File: config.mk
export PLATFORM = sky130hd
export DESIGN_NAME = seq_cpu_flat
export DESIGN_NICKNAME = d
export VERILOG_FILES = /design/src/rtl/seq_cpu_if.sv /design/src/rtl/seq_cpu.sv /design/src/flat_wrapper.sv
export SDC_FILE = /design/constraint.sdc
export NUM_CORES = 1
export LEC_CHECK = 0
export CAP_MARGIN = 20
export CORE_ASPECT_RATIO = 1.25
export CORE_MARGIN = 3
export CORE_UTILIZATION = 55
export CTS_CLUSTER_DIAMETER = 60
export DETAILED_ROUTE_END_ITERATION = 7
export PLACE_DENSITY = 0.72
export SLEW_MARGIN = 10
export SYNTH_ARGS = -nofsm -noshare
export SYNTH_HDL_FRONTEND = slang
export SYNTH_SLANG_ARGS = --single-unit
File: constraint.sdc
create_clock -name clk -period 5.4 [get_ports clk]
set_clock_uncertainty 0.15 [all_clocks]
set_input_delay 0.54 -clock clk [delete_from_list [all_inputs] [get_ports clk]]
set_output_delay 0.54 -clock clk [all_outputs]
set_load 0.03 [all_outputs]
File: src/rtl/seq_cpu_if.sv
// Host-side bus of seq_cpu: program loading, run control and the result/status port.
interface seq_cpu_if #(
  parameter int DATA_WIDTH = 8,
  parameter int ADDR_WIDTH = 4
);
  logic                  wr;
  logic [ADDR_WIDTH-1:0] wr_addr;
  logic [15:0]           wr_instr;
  logic                  start;
  logic [DATA_WIDTH-1:0] y;
  logic                  y_valid;
  logic                  busy;
  logic                  halted;
  logic                  err;

  modport master (
    output wr, wr_addr, wr_instr, start,
    input  y, y_valid, busy, halted, err
  );

  modport slave (
    input  wr, wr_addr, wr_instr, start,
    output y, y_valid, busy, halted, err
  );
endinterface

File: src/rtl/seq_cpu.sv
// Multi-cycle FETCH/EXEC processor: 16-bit instructions from a host-loaded memory,
// four-register file, ALU with Z/C flags, jumps, conditional branch and halt.
module seq_cpu #(
  parameter int DATA_WIDTH = 8,
  parameter int ADDR_WIDTH = 4
) (
  input  logic      clk,
  input  logic      reset,
  seq_cpu_if.slave  bus
);
  localparam int DEPTH = 1 << ADDR_WIDTH;

  localparam logic [1:0] ST_IDLE  = 2'd0;
  localparam logic [1:0] ST_FETCH = 2'd1;
  localparam logic [1:0] ST_EXEC  = 2'd2;
  localparam logic [1:0] ST_HALT  = 2'd3;

  localparam logic [3:0] OP_NOP  = 4'h0;
  localparam logic [3:0] OP_LDI  = 4'h1;
  localparam logic [3:0] OP_ADD  = 4'h2;
  localparam logic [3:0] OP_SUB  = 4'h3;
  localparam logic [3:0] OP_AND  = 4'h4;
  localparam logic [3:0] OP_OR   = 4'h5;
  localparam logic [3:0] OP_XOR  = 4'h6;
  localparam logic [3:0] OP_SHL  = 4'h7;
  localparam logic [3:0] OP_SHR  = 4'h8;
  localparam logic [3:0] OP_MOV  = 4'h9;
  localparam logic [3:0] OP_OUT  = 4'hA;
  localparam logic [3:0] OP_JMP  = 4'hB;
  localparam logic [3:0] OP_JZ   = 4'hC;
  localparam logic [3:0] OP_HALT = 4'hD;

  logic [1:0]            state_q, state_d;
  logic [ADDR_WIDTH-1:0] pc_q, pc_d;
  logic [15:0]           ir_q;
  logic                  z_q, z_d;
  logic                  c_q, c_d;
  logic                  err_q, err_d;
  logic [DATA_WIDTH-1:0] y_q, y_d;
  logic                  y_valid_q, y_valid_d;
  logic [DATA_WIDTH-1:0] rf_q [4];
  logic [15:0]           mem_q [DEPTH];

  logic [3:0]            op;
  logic [1:0]            rd_idx, rs_idx;
  logic [DATA_WIDTH-1:0] imm_ext, rd_val, rs_val;
  logic [DATA_WIDTH:0]   add_sum, sub_diff;
  logic                  rf_we;
  logic [DATA_WIDTH-1:0] rf_wdata;
  logic                  mem_we;

  assign op       = ir_q[15:12];
  assign rd_idx   = ir_q[11:10];
  assign rs_idx   = ir_q[9:8];
  assign imm_ext  = DATA_WIDTH'(ir_q[7:0]);
  assign rd_val   = rf_q[rd_idx];
  assign rs_val   = rf_q[rs_idx];
  assign add_sum  = {1'b0, rd_val} + {1'b0, rs_val};
  // The extra top bit of the difference is the borrow out of the subtraction.
  assign sub_diff = {1'b0, rd_val} - {1'b0, rs_val};

  assign mem_we   = bus.wr && (state_q == ST_IDLE || state_q == ST_HALT);

  always_comb begin
    // NOTE: every signal gets a default before the case so no path can infer a latch.
    state_d   = state_q;
    pc_d      = pc_q;
    z_d       = z_q;
    c_d       = c_q;
    err_d     = err_q;
    y_d       = y_q;
    y_valid_d = 1'b0;
    rf_we     = 1'b0;
    rf_wdata  = '0;

    case (state_q)
      ST_IDLE, ST_HALT: begin
        if (bus.start) begin
          pc_d    = '0;
          z_d     = 1'b0;
          c_d     = 1'b0;
          err_d   = 1'b0;
          state_d = ST_FETCH;
        end
      end
      ST_FETCH: state_d = ST_EXEC;
      ST_EXEC: begin
        state_d = ST_FETCH;
        pc_d    = pc_q + 1'b1;
        case (op)
          OP_NOP: ;
          OP_LDI: begin rf_we = 1'b1; rf_wdata = imm_ext; end
          OP_ADD: begin
            rf_we = 1'b1; rf_wdata = add_sum[DATA_WIDTH-1:0];
            c_d = add_sum[DATA_WIDTH]; z_d = (add_sum[DATA_WIDTH-1:0] == '0);
          end
          OP_SUB: begin
            rf_we = 1'b1; rf_wdata = sub_diff[DATA_WIDTH-1:0];
            c_d = sub_diff[DATA_WIDTH]; z_d = (sub_diff[DATA_WIDTH-1:0] == '0);
          end
          OP_AND: begin
            rf_we = 1'b1; rf_wdata = rd_val & rs_val;
            c_d = 1'b0; z_d = ((rd_val & rs_val) == '0);
          end
          OP_OR: begin
            rf_we = 1'b1; rf_wdata = rd_val | rs_val;
            c_d = 1'b0; z_d = ((rd_val | rs_val) == '0);
          end
          OP_XOR: begin
            rf_we = 1'b1; rf_wdata = rd_val ^ rs_val;
            c_d = 1'b0; z_d = ((rd_val ^ rs_val) == '0);
          end
          OP_SHL: begin
            rf_we = 1'b1; rf_wdata = rd_val << 1;
            c_d = rd_val[DATA_WIDTH-1]; z_d = ((rd_val << 1) == '0);
          end
          OP_SHR: begin
            rf_we = 1'b1; rf_wdata = rd_val >> 1;
            c_d = rd_val[0]; z_d = ((rd_val >> 1) == '0);
          end
          OP_MOV: begin rf_we = 1'b1; rf_wdata = rs_val; end
          OP_OUT: begin y_d = rd_val; y_valid_d = 1'b1; end
          OP_JMP: pc_d = ir_q[ADDR_WIDTH-1:0];
          OP_JZ:  if (z_q) pc_d = ir_q[ADDR_WIDTH-1:0];
          OP_HALT: state_d = ST_HALT;
          default: begin
            state_d = ST_HALT;
            err_d   = 1'b1;
          end
        endcase
      end
      default: state_d = ST_IDLE;
    endcase
  end

  // NOTE: the instruction memory has no reset; a program must survive a core reset.
  always_ff @(posedge clk) begin
    if (mem_we) mem_q[bus.wr_addr] <= bus.wr_instr;
  end

  // NOTE: sequential state uses non-blocking assignments so all registers update together.
  always_ff @(posedge clk) begin
    if (reset) begin
      state_q   <= ST_IDLE;
      pc_q      <= '0;
      ir_q      <= '0;
      z_q       <= 1'b0;
      c_q       <= 1'b0;
      err_q     <= 1'b0;
      y_q       <= '0;
      y_valid_q <= 1'b0;
      for (int i = 0; i < 4; i++) rf_q[i] <= '0;
    end else begin
      state_q   <= state_d;
      pc_q      <= pc_d;
      z_q       <= z_d;
      c_q       <= c_d;
      err_q     <= err_d;
      y_q       <= y_d;
      y_valid_q <= y_valid_d;
      if (state_q == ST_FETCH) ir_q <= mem_q[pc_q];
      if (rf_we) rf_q[rd_idx] <= rf_wdata;
    end
  end

  assign bus.y       = y_q;
  assign bus.y_valid = y_valid_q;
  assign bus.busy    = (state_q == ST_FETCH) || (state_q == ST_EXEC);
  assign bus.halted  = (state_q == ST_HALT);
  assign bus.err     = err_q;
endmodule

File: src/flat_wrapper.sv
// flat-port wrapper written by rule: the top's interface ports become plain ports
module seq_cpu_flat 
#(
  parameter int DATA_WIDTH = 8,
  parameter int ADDR_WIDTH = 4
)
  (clk, reset, bus_wr, bus_wr_addr, bus_wr_instr, bus_start, bus_y, bus_y_valid, bus_busy, bus_halted, bus_err);
  seq_cpu_if #(.DATA_WIDTH(DATA_WIDTH), .ADDR_WIDTH(ADDR_WIDTH)) bus_i ();
  input  logic clk;
  input  logic reset;
  input wire logic [$bits(bus_i.wr)-1:0] bus_wr;
  input wire logic [$bits(bus_i.wr_addr)-1:0] bus_wr_addr;
  input wire logic [$bits(bus_i.wr_instr)-1:0] bus_wr_instr;
  input wire logic [$bits(bus_i.start)-1:0] bus_start;
  output wire logic [$bits(bus_i.y)-1:0] bus_y;
  output wire logic [$bits(bus_i.y_valid)-1:0] bus_y_valid;
  output wire logic [$bits(bus_i.busy)-1:0] bus_busy;
  output wire logic [$bits(bus_i.halted)-1:0] bus_halted;
  output wire logic [$bits(bus_i.err)-1:0] bus_err;
  assign bus_i.wr = bus_wr;
  assign bus_i.wr_addr = bus_wr_addr;
  assign bus_i.wr_instr = bus_wr_instr;
  assign bus_i.start = bus_start;
  assign bus_y = bus_i.y;
  assign bus_y_valid = bus_i.y_valid;
  assign bus_busy = bus_i.busy;
  assign bus_halted = bus_i.halted;
  assign bus_err = bus_i.err;
  seq_cpu #(.DATA_WIDTH(DATA_WIDTH), .ADDR_WIDTH(ADDR_WIDTH)) u_core (.clk(clk), .reset(reset), .bus(bus_i));
endmodule
==> impl_results.html <==
<table>
<tr><th>Metric</th><th>Value</th></tr>
<tr><th colspan="2">STA</th></tr>
<tr><td>Final total negative setup slack</td><td>0 ps</td></tr>
<tr><td>Worst setup slack after layout</td><td>1330 ps</td></tr>
<tr><td>Min Tclk post-route</td><td>4070 ps</td></tr>
<tr><td>Slew Limit Headroom</td><td>25.4%</td></tr>
<tr><td>Max-slew violation total from the final report</td><td>0</td></tr>
<tr><td>Maximum frequency from static timing analysis</td><td>0.246 GHz</td></tr>
<tr><td>Final cycle utilization of the critical path</td><td>75.3%</td></tr>
<tr><td>Final hold violations</td><td>0</td></tr>
<tr><td>Setup repair after global routing missed its margin</td><td>no</td></tr>
<tr><td>Setup-failing EPs final</td><td>0</td></tr>
<tr><td>Tightest hold margin</td><td>340 ps</td></tr>
<tr><td>Actual transition at the worst max-transition pin</td><td>1120 ps</td></tr>
<tr><th colspan="2">Synthesis</th></tr>
<tr><td>Synthesized-area fraction occupied by ao, oa, aoi and oai cells</td><td>5.38%</td></tr>
<tr><td>Post-synthesis instance area</td><td>14,300 sq um</td></tr>
<tr><td>Post-synthesis share of cell area spent on xor and xnor gates</td><td>0.428%</td></tr>
<tr><td>Total of flip-flops plus latches after synthesis</td><td>321</td></tr>
<tr><td>Top cells by area in the synthesized netlist</td><td>sky130_fd_sc_hd__edfxtp_1 (60%), sky130_fd_sc_hd__mux4_2 (15%), sky130_fd_sc_hd__dfxtp_1 (4.6%)</td></tr>
<tr><td>Share of async-settable or async-resettable flops after synthesis</td><td>0%</td></tr>
<tr><td>Syn Nets</td><td>938</td></tr>
<tr><td>Top-count cell post-synth</td><td>sky130_fd_sc_hd__edfxtp_1</td></tr>
<tr><td>Share of Yosys cell area claimed by the top area cell type</td><td>60.3%</td></tr>
<tr><td>Post-synthesis area per instance</td><td>16.2 sq um</td></tr>
<tr><td>Adder and majority gate portion of the synthesized area</td><td>2.81%</td></tr>
<tr><td>Commonest cells post-synth</td><td>sky130_fd_sc_hd__edfxtp_1 (288), sky130_fd_sc_hd__mux4_2 (96), sky130_fd_sc_hd__nor2_1 (96)</td></tr>
<tr><td>Fraction of the yosys area taken by sequential cells</td><td>64.9%</td></tr>
<tr><td>Synth unique cells</td><td>71</td></tr>
<tr><td>Biggest area consumer among synthesized cells</td><td>sky130_fd_sc_hd__edfxtp_1</td></tr>
<tr><td>Number of cells produced by synthesis</td><td>883</td></tr>
<tr><td>Combinational family with the most area after synthesis</td><td>multiplexers</td></tr>
<tr><td>Multiplexer share of the synthesized area</td><td>16.6%</td></tr>
<tr><td>Number of synthesized flops with an enable pin</td><td>288</td></tr>
<tr><td>Count of synthesis-stage warnings from yosys</td><td>0</td></tr>
<tr><td>Primary FF master, synth</td><td>sky130_fd_sc_hd__edfxtp_1</td></tr>
<tr><td>Post-Synth Simple-Gate Area</td><td>7.34%</td></tr>
<tr><th colspan="2">Setup path</th></tr>
<tr><td>CP Data Arrival Time</td><td>4200 ps</td></tr>
<tr><td>Endpoint class of the critical path</td><td>flip-flop</td></tr>
<tr><td>Crit-path max FO</td><td>13</td></tr>
<tr><td>Crit path required time</td><td>5530 ps</td></tr>
<tr><td>Count of buffering cells on the critical path with inverters included</td><td>1</td></tr>
<tr><td>Critical path launch point type</td><td>flip-flop</td></tr>
<tr><td>Highest cell delay on the worst timing path</td><td>760 ps</td></tr>
<tr><td>Standard cell with the maximum stage delay on the critical path</td><td>sky130_fd_sc_hd__dfxtp_1</td></tr>
<tr><td>R2R cell count</td><td>9</td></tr>
<tr><td>Most frequent cell on the critical path</td><td>sky130_fd_sc_hd__nor2_1</td></tr>
<tr><td>Cell family contributing the most delay on the critical path</td><td>compound AO/OA/AOI/OAI gates</td></tr>
<tr><td>Critical path class</td><td>reg -&gt; reg</td></tr>
<tr><td>Cell count along the critical path</td><td>9</td></tr>
<tr><td>Sequence of cells on the critical path</td><td>mux4_2, inv_1, ha_1, nor3_2, nor3_1, o221a_2, nor2_1, o31ai_1, nor2_1</td></tr>
<tr><th colspan="2">Place</th></tr>
<tr><td>Final weighted congestion in routability-driven placement</td><td>0.915</td></tr>
<tr><td>Worst setup slack after placement</td><td>1320 ps</td></tr>
<tr><td>Port Buffers</td><td>35</td></tr>
<tr><td>Post-placement cell count</td><td>1,226</td></tr>
<tr><td>Detailed-placement wirelength estimate</td><td>20,500 um</td></tr>
<tr><th colspan="2">Final layout</th></tr>
<tr><td>Proportion of layout cells with a drive suffix above 1</td><td>20.1%</td></tr>
<tr><td>Non-filler cells in the finished layout</td><td>1,278</td></tr>
<tr><td>Layout overhead on the synthesized area</td><td>12.1%</td></tr>
<tr><td>Inserted Diodes</td><td>0</td></tr>
<tr><td>Final #Nets</td><td>978</td></tr>
<tr><td>Core utilization of the finished layout</td><td>63.1%</td></tr>
<tr><th colspan="2">Detailed routing</th></tr>
<tr><td>Wirelength, routed</td><td>32,100 um</td></tr>
<tr><td>WL met3</td><td>1790 um</td></tr>
<tr><td>Topmost layer with routed signal wires</td><td>met5</td></tr>
<tr><td>Count of antenna-violating nets left after detailed routing</td><td>0</td></tr>
<tr><td>Post-DR vias/cell</td><td>6.29</td></tr>
<tr><td>Wirelength per Cell</td><td>25.1 um</td></tr>
<tr><td>Iter 0 DRT Violations</td><td>669</td></tr>
<tr><td>Detailed-route via count</td><td>8,044</td></tr>
<tr><td>Met2 WL</td><td>16,900 um</td></tr>
<tr><td>Drc violations</td><td>0</td></tr>
<tr><td>Metal1 wirelength</td><td>12,400 um</td></tr>
<tr><td>Router iterations before antenna repair</td><td>5</td></tr>
<tr><th colspan="2">Power and ir drop</th></tr>
<tr><td>Cell Pwr Density</td><td>337 nW/um^2</td></tr>
<tr><td>Worst ir drop on vdd</td><td>305 uV</td></tr>
<tr><td>Leakage</td><td>5.22 nW</td></tr>
<tr><th colspan="2">Die</th></tr>
<tr><td>Core ar.</td><td>25,500 sq um</td></tr>
<tr><td>Horizontal extent of the die</td><td>150 um</td></tr>
<tr><td>Starting Density</td><td>56.3%</td></tr>
<tr><td>Number of primary I/O pins</td><td>36</td></tr>
<tr><td>Die Footprint</td><td>28,000 sq um</td></tr>
<tr><td>Die height</td><td>187 um</td></tr>
<tr><td># rows</td><td>65</td></tr>
<tr><th colspan="2">Global routing</th></tr>
<tr><td>Wire length of the first global-routing pass</td><td>49,500 um</td></tr>
<tr><td>Combined global-route utilization of all metal layers</td><td>23.4%</td></tr>
<tr><td>Gr ovfl total</td><td>0</td></tr>
<tr><td>Antenna violations before repair</td><td>1</td></tr>
<tr><td>Maximum number of pins on one net before global-route repair</td><td>43</td></tr>
<tr><td>Number of global-route vias before repair</td><td>8,216</td></tr>
<tr><th colspan="2">CTS</th></tr>
<tr><td>CTS buffer count</td><td>30</td></tr>
<tr><td>Number of buffers on the longest clock path</td><td>3</td></tr>
<tr><td># resized after CTS</td><td>0</td></tr>
<tr><td>H-Tree Depth</td><td>1</td></tr>
<tr><td>Sink Count</td><td>321</td></tr>
<tr><td>Cts-stage hold buffer count</td><td>0</td></tr>
<tr><td>Clk_lat worst skew</td><td>560 ps</td></tr>
<tr><td>Clock root buffer</td><td>sky130_fd_sc_hd__clkbuf_16</td></tr>
<tr><td>Post-CTS setup buffer count</td><td>0</td></tr>
<tr><td>Worst-path clk slew</td><td>60 ps</td></tr>
<tr><td>TritonCTS clock tree</td><td>done</td></tr>
<tr><th colspan="2">Min path</th></tr>
<tr><td>Hold Path Stages</td><td>2</td></tr>
<tr><td>Class of the worst hold path</td><td>reg -&gt; reg</td></tr>
<tr><th colspan="2">Run</th></tr>
<tr><td>Count of max-cap constraint violations</td><td>0</td></tr>
<tr><th colspan="2">Outcome</th></tr>
<tr><td>Status</td><td>complete, no violations</td></tr>
</table>
==> cell families after synthesis <==
family,after synthesis
xor+xnor,7
compound gates,109
fa+ha+maj,31
simple gates,213
buf+inv,84
mux,118
flops,321
==> final timing paths <==
| check | startpoint | to | slack, ps |
|---|---|---|---|
| max | u_core.ir_q[10] | u_core.rf_q[1][3] | 1330 |
| min | u_core.bus.y[6] | u_core.bus.y[6] | 340 |
| max reg2reg | u_core.ir_q[10] | u_core.rf_q[1][3] | 1330 |
| min reg2reg | u_core.bus.y[6] | u_core.bus.y[6] | 340 |
==> layout by cell type, fill, tap and decap left out, types with 24 or more instances in the layout <==
master,netlist,final
sky130_fd_sc_hd__clkdlybuf4s50_1,0,35
sky130_fd_sc_hd__inv_1,32,32
sky130_fd_sc_hd__clkbuf_16,0,30
sky130_fd_sc_hd__nand2_1,33,33
sky130_fd_sc_hd__buf_4,5,24
sky130_fd_sc_hd__nor2_1,96,84
sky130_fd_sc_hd__dfxtp_1,33,31
sky130_fd_sc_hd__mux4_2,96,96
sky130_fd_sc_hd__edfxtp_1,288,288
sky130_fd_sc_hd__a21oi_1,28,28
sky130_fd_sc_hd__ha_1,29,29
==> through the flow <==
step | cell area (sq um) | total power, mW
2_1_floorplan | 14300 | 3.23
3_3_place_gp | 15100 | 3.42
3_5_place_dp | 15100 | 3.42
4_1_cts | 16100 | 5.45
5_1_grt | 16100 | 5.62
6_report | 16100 | 5.42
==> worst register-to-register path, cell delays in order (launching register included) <==
cell and delay, ps:
sky130_fd_sc_hd__dfxtp_1 760, sky130_fd_sc_hd__mux4_2 700, sky130_fd_sc_hd__inv_1 110, sky130_fd_sc_hd__ha_1 380
sky130_fd_sc_hd__nor3_2 110, sky130_fd_sc_hd__nor3_1 540, sky130_fd_sc_hd__o221a_2 290, sky130_fd_sc_hd__nor2_1 50
sky130_fd_sc_hd__o31ai_1 580, sky130_fd_sc_hd__nor2_1 130
==> layer usage <==
metal / vias up / global-route usage, %
li1: 3579 / -
met1: 4123 / 31.1
met2: 276 / 40.0
met3: 64 / 3.45
met4: 2 / 7.71
met5: - / 0
==> final cells by class <==
cell class | instances | area, sq um
flip-flops and latches | 321 | 9310
repair buffers | 59 | 531
clock inverters | 15 | 136
multi-input cells | 478 | 4720
clock buffers | 37 | 827
well taps | 335 | 419
fillers | 1796 | 9380
inverters | 33 | 124
==> state kept, by name (all words and copies together), names as in the netlist <==
signal              count
u_core.rf_q            32
u_core.state_q          2
u_core.mem_q          256
u_core.z_q              1
u_core.ir_q            16
u_core.bus.y            8
u_core.bus.err          1
u_core.bus.y_valid      1
u_core.pc_q             4
==> power by group <==
part,internal (mW),switching [mW],total [mW]
registers,2.75,0.0445,2.80
clock network,1.17,0.866,2.04
logic,0.225,0.353,0.579
Power figures use the tool's default switching activity.
